## config.mk

```make
export PLATFORM = sky130hd
export DESIGN_NAME = kd_level_stage
export DESIGN_NICKNAME = d
export VERILOG_FILES = /design/src/rtl/kd_level_stage.sv
export SDC_FILE = /design/constraint.sdc
export NUM_CORES = 1
export LEC_CHECK = 0
export ABC_AREA = 1
export CORE_MARGIN = 8
export CORE_UTILIZATION = 40
export DETAILED_ROUTE_END_ITERATION = 8
export GPL_ROUTABILITY_DRIVEN = 0
export GPL_TIMING_DRIVEN = 0
export HOLD_SLACK_MARGIN = 0.06
export PLACE_DENSITY = 0.75
export SETUP_SLACK_MARGIN = 0.5
export SYNTH_ARGS = -nofsm -noshare
export SYNTH_HDL_FRONTEND = slang
export SYNTH_SLANG_ARGS = --single-unit
```

## constraint.sdc

```tcl
create_clock -name clk -period 3.4 [get_ports clk]
set_input_delay 1.02 -clock clk [delete_from_list [all_inputs] [get_ports clk]]
set_output_delay 1.02 -clock clk [all_outputs]
set_load 0.01 [all_outputs]
```

## src/rtl/kd_level_stage.sv

```systemverilog
`default_nettype none
// ============================================================================
//  Module      : kd_level_stage
//  Description : One pipelined level of a KD-tree traversal datapath. Holds the
//                split records {median, dim index} for the 2**LEVEL nodes of a
//                tree level and routes LANES query patches per cycle to a
//                child node id through a single valid/ready register stage.
//  Revision    : 1.0  initial release
// ============================================================================
module kd_level_stage #(
  parameter  int DIM     = 5,
  parameter  int ELEM_W  = 11,
  parameter  int IDX_W   = 3,
  parameter  int LEVEL   = 0,
  parameter  int LANES   = 2,
  localparam int NODE_W  = (LEVEL > 0) ? LEVEL : 1,
  localparam int CFG_W   = ELEM_W + IDX_W,
  localparam int PATCH_W = DIM * ELEM_W,
  localparam int OUT_W   = LEVEL + 1
) (
  input  logic                       clk,
  input  logic                       rst_n,
  input  logic                       cfg_wen,
  input  logic [NODE_W-1:0]          cfg_waddr,
  input  logic [CFG_W-1:0]           cfg_wdata,
  input  logic [NODE_W-1:0]          cfg_raddr,
  output logic [CFG_W-1:0]           cfg_rdata,
  input  logic [LANES-1:0]           in_valid,
  output logic                       in_ready,
  input  logic [LANES*PATCH_W-1:0]   in_patch,
  input  logic [LANES*NODE_W-1:0]    in_node,
  output logic [LANES-1:0]           out_valid,
  input  logic                       out_ready,
  output logic [LANES*PATCH_W-1:0]   out_patch,
  output logic [LANES*OUT_W-1:0]     out_node,
  output logic                       err,
  input  logic                       err_clr
);

  localparam int NODES = 1 << LEVEL;

  // Split record file; r_cfg marks records written since reset.
  logic signed [ELEM_W-1:0] r_median [NODES];
  logic [IDX_W-1:0]         r_idx    [NODES];
  logic [NODES-1:0]         r_cfg;

  logic [CFG_W-1:0]         r_cfg_rdata;
  logic [CFG_W-1:0]         w_rdata;

  logic [LANES-1:0]         r_out_valid;
  logic [LANES*PATCH_W-1:0] r_out_patch;
  logic [LANES*OUT_W-1:0]   r_out_node;
  logic                     r_err;

  logic                     w_accept;
  logic                     w_err_hit;
  logic [LANES-1:0]         w_lane_err;
  logic [LANES*OUT_W-1:0]   w_child;

  // Record writes; an address with no matching node (LEVEL=0, addr 1) is dropped.
  always_ff @(posedge clk or negedge rst_n) begin
    if (!rst_n) begin
      for (int n = 0; n < NODES; n++) begin
        r_median[n] <= '0;
        r_idx[n]    <= '1;
      end
      r_cfg <= '0;
    end else begin
      for (int n = 0; n < NODES; n++) begin
        if (cfg_wen && (cfg_waddr == NODE_W'(n))) begin
          r_median[n] <= cfg_wdata[CFG_W-1:IDX_W];
          r_idx[n]    <= cfg_wdata[IDX_W-1:0];
          r_cfg[n]    <= 1'b1;
        end
      end
    end
  end

  // Readback mux; unmatched addresses read as zero.
  always_comb begin
    w_rdata = '0;
    for (int n = 0; n < NODES; n++) begin
      if (cfg_raddr == NODE_W'(n)) begin
        w_rdata = {r_median[n], r_idx[n]};
      end
    end
  end

  // Registered readback port.
  always_ff @(posedge clk or negedge rst_n) begin
    if (!rst_n) begin
      r_cfg_rdata <= '0;
    end else begin
      r_cfg_rdata <= w_rdata;
    end
  end

  // Per-lane record select, element slice and signed compare.
  for (genvar k = 0; k < LANES; k++) begin : g_lane
    logic [NODE_W-1:0]        w_lane_node;
    logic signed [ELEM_W-1:0] w_med;
    logic [IDX_W-1:0]         w_idx;
    logic                     w_cfg;
    logic signed [ELEM_W-1:0] w_elem;
    logic                     w_go;

    assign w_lane_node = in_node[k*NODE_W +: NODE_W];

    // Pick the record addressed by this lane; the root level has only record 0.
    always_comb begin
      w_med = r_median[0];
      w_idx = r_idx[0];
      w_cfg = r_cfg[0];
      if (LEVEL > 0) begin
        for (int n = 0; n < NODES; n++) begin
          if (w_lane_node == NODE_W'(n)) begin
            w_med = r_median[n];
            w_idx = r_idx[n];
            w_cfg = r_cfg[n];
          end
        end
      end
    end

    // Slice the indexed element; an index past the patch reads as zero.
    always_comb begin
      w_elem = '0;
      for (int d = 0; d < DIM; d++) begin
        if (w_idx == IDX_W'(d)) begin
          w_elem = in_patch[k*PATCH_W + d*ELEM_W +: ELEM_W];
        end
      end
    end

    // Ties go right.
    assign w_go          = !(w_elem < w_med);
    assign w_lane_err[k] = !w_cfg || (w_idx >= IDX_W'(DIM));

    if (LEVEL == 0) begin : g_root
      assign w_child[k*OUT_W +: OUT_W] = w_go;
    end else begin : g_inner
      assign w_child[k*OUT_W +: OUT_W] = {w_lane_node, w_go};
    end
  end

  assign w_accept  = !(|r_out_valid) || out_ready;
  assign w_err_hit = w_accept && (|(in_valid & w_lane_err));

  // Output stage: all lanes advance together whenever the stage accepts.
  always_ff @(posedge clk or negedge rst_n) begin
    if (!rst_n) begin
      r_out_valid <= '0;
      r_out_patch <= '0;
      r_out_node  <= '0;
    end else if (w_accept) begin
      r_out_valid <= in_valid;
      for (int k = 0; k < LANES; k++) begin
        if (in_valid[k]) begin
          r_out_patch[k*PATCH_W +: PATCH_W] <= in_patch[k*PATCH_W +: PATCH_W];
          r_out_node[k*OUT_W +: OUT_W]      <= w_child[k*OUT_W +: OUT_W];
        end
      end
    end
  end

  // Sticky error flag; a new error in the clear cycle keeps it set.
  always_ff @(posedge clk or negedge rst_n) begin
    if (!rst_n) begin
      r_err <= 1'b0;
    end else if (w_err_hit) begin
      r_err <= 1'b1;
    end else if (err_clr) begin
      r_err <= 1'b0;
    end
  end

  assign in_ready  = w_accept;
  assign out_valid = r_out_valid;
  assign out_patch = r_out_patch;
  assign out_node  = r_out_node;
  assign cfg_rdata = r_cfg_rdata;
  assign err       = r_err;

endmodule
`default_nettype wire

```

[Word level (Yosys, flattened, before mapping)]
Cells that the tools add are included.
Word-level totals
  register bits: 144
  bits of input ports: 135
  output and inout port bits: 130
  word-level logic and storage cells: 46
Cells by class
  $lt $le $gt $ge: 3
  equal/unequal tests: 4
  multiplexer cells: 13
  bitwise logic cells: 2
  reductions and logical operators: 14
Operators with widths (count)
  11-bit 2-to-1 mux: 10
  11-bit < comparator: 2
  14-bit 2-to-1 mux: 1
  3-bit by 2-bit equality test with 1-bit output, second input constant: 2
  1-bit logical NOT: 4
  2-bit AND reduction: 2
  2-bit OR reduction: 2
  3-bit by 1-bit equality test with 1-bit output, second input constant: 1
  3-bit equality test, second input constant: 1
  3-bit >= comparator, second input constant: 1
  3-bit logical NOT: 1
  2-bit AND: 1
  1-bit logical AND: 2
  1-bit logical OR: 2
  1-bit 2-to-1 mux: 2
  2-bit nonzero test: 1
  1-bit NOT: 1

[Depth between registers and ports, before layout]
  depth after elaboration: 8
  mapped depth: 18
  mapped depth without buffers: 17

[Worst setup path after synthesis]
Ideal clock, no wire load.
  path type: input to register
  from: input in_patch[75]
  to: register r_out_node[1] (netlist: out_node[1])
  setup time: 0.118 ns
  arrival time: 2.204 ns
  required time: 3.282 ns
  slack: 1.078 ns
  stages: 13
  buffers on the path: 0
  cells stage by stage: inv_1 o22ai_1 o211ai_1 o21ai_1 ha_1 nand2_1 inv_1 nand3_1 inv_1 a21oi_1 nand3_1 nand3_1 nand2_1
On the way
  word-level cells in the longest chain between the ends: 6
RTL lines
  start, declared: line 30  | input logic [LANES*PATCH_W-1:0] in_patch,
  11-bit 2-to-1 mux (4 in series): line 129  | if (w_idx == IDX_W'(d)) begin
  11-bit < comparator: line 136  | assign w_go = !(w_elem < w_med);
  1-bit logical NOT: line 136
  end signal, assigned by index: line 160  | r_out_node[k*OUT_W +: OUT_W] <= w_child[k*OUT_W +: OUT_W];
  end, declared: line 52  | logic [LANES*OUT_W-1:0] r_out_node;
No other way between the ends.
A chain may end at the register's enable or synchronous reset.

[Worst setup path after layout]
  from: input in_patch[76]
  to: register r_out_node[1] (netlist: out_node[1])
The elaborated chain is that of the path after synthesis.

==> out/metrics.cfg <==
[run_status]
status=completed

[setup_path]
end_kind=register
worstPathRequired_ns=3.71
crit_path_max_incr_delay_ns=0.46
cp.arrival_ns=3.10
path_buf_inv=4
critPathKind=input pin to register
path_max_fanout=2
cpMaxStageDelayCell=clkdlybuf4s50_1
crit_chain=clkdlybuf4s50_1 > inv_1 > o22ai_1 > a21oi_1 > a31oi_1 > ha_1 > nand2_1 > inv_1 > nand3_1 > inv_1 > a21oi_1 > nand3_1 > nand3_1 > nand2_1
cpLargestDelayFamily=compound AO/OA/AOI/OAI gates
start_kind=input pin

[timing]
fin_crit_ns=2.797
rsz0062_at_grt=no
setup_viol=0
fin_skew_ns=0.005566
slew_viol_final=0
period_share_pct=82.28
hold_viol=0
max_slew_margin_pct=44.39
final.setup.tns_ns=0
worstMarginPinSlew_ns=0.8342
fmax_ghz=0.3575
hold_slack_ns=0.4606

[placement]
numPortBuffers=262
dp_cells=1268
dp_hpwl_mm=18.65

[pwr]
switching_power_uw=1624
p_int_uw=4020
power.switching_fraction_pct=28.78
seqPwrFrac_pct=37.3
max-vdd-ir-drop_mv=0.3844
power.density_nw_per_um2=556.4
leakagePower_uw=0.004922
clock_power_share_pct=35.4
p_comb_share_pct=27.3

[synth]
synth-async-reset-ratio_pct=100.0
yosysWarnings=0
yosys_most_used_dff=dfrtp_1
syn-num-nets=940
synth_top_cells_by_count=257 x nand2_1, 141 x dfrtp_1, 88 x inv_1
seq_area_frac_synth_pct=54.99
syn_avg_cell_area_um2=8.357
synth-seq-cells=144
synth_edf_count=0
synth_area_leaders=dfrtp_1 54%, nand2_1 15%, o21ai_0 5.1%, inv_1 5.0%, ha_1 3.8%
yosysTopAreaCell=dfrtp_1
netlist_instances=785
synth_area_um2=6560
synth_top_area_share_pct=53.79
synth.most_common_cell=nand2_1
synth_cell_types=27

[floorplanning]
coreArea_um2=16290
fp.dieW_um=144.1
start_util_pct=40.27
die_h_um=144.1
fp.dieArea_um2=20750
core.rowCount=47
io_pins=265

[route]
firstDrtPassIters=8
vias=6333
drt-initial-drc-count=487
drcViolationCount=0
viasPerCell=4.872
wl_per_cell_um=18.52
ant_nets=0
wl_mm=24.08

[finish]
nets=1224
syn_to_final_growth_pct=54.66
antenna_cells=0
drive_above_1_share_pct=6.204
n_fill_cell=1409
stdcell_count=1300

[clocking]
htree_levels=4
cts_tree=yes
numCtsBuffers=17
cts_root_buffer=clkbuf_16
hold_buffers=0
clkSinkCount=144
clockBufferDepth=2
clk_latency_ns=0.42
path_clk_slew_ns=0.06

[grt]
antenna_found_initial=0
grt_pass1_vias=6676
grt_pass1_wl_mm=37.03
overflow=0
grt_usage_pct=23.58
grt_max_degree=87

[job]
cap_violations=0

[worst_hold_path]
hp-class=register to register

## what timing repair did
item / CTS / global route
endpoints found under the setup margin: 1 / 2
endpoints found under the hold margin: 0 / 0
gates resized for setup: 4 / 14
setup buffers: 1 / 1
pin swaps: 0 / 1
## path summary, 6_finish.rpt
| kind | startpoint | endpoint | slack (ns) | depth (start not counted) |
|---|---|---|---|---|
| max | in_patch[76] | out_node[1] | 0.60 | 14 |
| max in group asynchronous | rst_n | g_lane[0].w_idx[1] | 1.95 | 2 |
| min in group asynchronous | rst_n | out_patch[70] | 0.63 | 1 |
| max reg2reg | g_lane[0].w_idx[0] | out_node[1] | 0.67 | 15 |
| min | g_lane[0].w_cfg | g_lane[0].w_cfg | 0.46 | 2 |
| min reg2reg | g_lane[0].w_cfg | g_lane[0].w_cfg | 0.46 | 2 |
## final cells by class
cell class,count,area (µm²),area share [%]
sequential,144,3607,35.55
timing repair buffer,265,2666,26.28
multi-input combinational,509,2416,23.81
clock buffer,21,470.5,4.637
inverter,93,349.1,3.441
tap,220,275.3,2.713
buffer,39,205.2,2.022
clock inverter,9,156.4,1.541
## power groups by stage
stage / Sequential (µW) / Combinational [µW] / Clock [µW]
2_1_floorplan: 2240 / 509 / 0
6_report: 2110 / 1540 / 2000
3_5_place_dp: 2130 / 1540 / 0
5_1_grt: 2140 / 1690 / 2090
3_3_place_gp: 2120 / 1510 / 0
4_1_cts: 2100 / 1550 / 2030
## metrics by stage
stage | util, % | worst slack [ns] | power [µW] | area, µm²
6_report | 62.29 | 0.6026 | 5645 | 10150
5_1_grt | 62.29 | 0.5088 | 5916 | 10150
4_1_cts | 62.13 | 0.5659 | 5679 | 10120
3_5_place_dp | 58.24 | 0.1498 | 3667 | 9487
3_3_place_gp | 58.06 | -4.572 | 3632 | 9458
2_1_floorplan | - | 1.078 | 2748 | 6560
## cell usage in the layout, fill, tap and decap left out, drive strengths merged
cell	count
bufinv	4
o21bai	2
o211ai	6
nand3b	1
nor2	54
ha	20
o22ai	20
buf	22
clkdlybuf4s15	1
nand3	10
a21oi	38
nand4	5
dfrtp	141
clkinv	6
nand2	258
o21ai	74
clkdlybuf4s50	259
nor3	1
dfstp	3
a22oi	6
a31oi	14
clkbuf	42
inv	92
dlygate4sd2	1
## logic make-up (layout without fill, tap and decap cells)
logic type / count (synthesis) / count (layout) / synth area share [%]
flip-flops: 144 / 144 / 54.99
adder cells (fa/ha/maj): 20 / 20 / 3.815
AO/OA/AOI/OAI: 160 / 160 / 13.39
AND/OR/NAND/NOR: 329 / 329 / 19.63
buffers and inverters: 132 / 427 / 8.182
## registers in the layout (all words and copies together) (netlist names)
register      flops
err               1
out_valid         2
out_patch       110
g_lane.w_med     11
g_lane.w_idx      3
g_lane.w_cfg      1
cfg_rdata        14
out_node          2
## layer usage
layer,vias to the layer above,GRT usage (%),wire length (µm)
li1,3077,-,-
met1,2991,29.17,10210
met2,220,38.34,11450
met3,45,5.910,1706
met4,0,10.29,705
met5,-,0,0
## tightest hold or removal path, cell delays in order, from the launching register on
cell	delay, ns
dfrtp_1	0.34
inv_1	0.04
nand2_1	0.05
(Power assumes the default switching activity.)
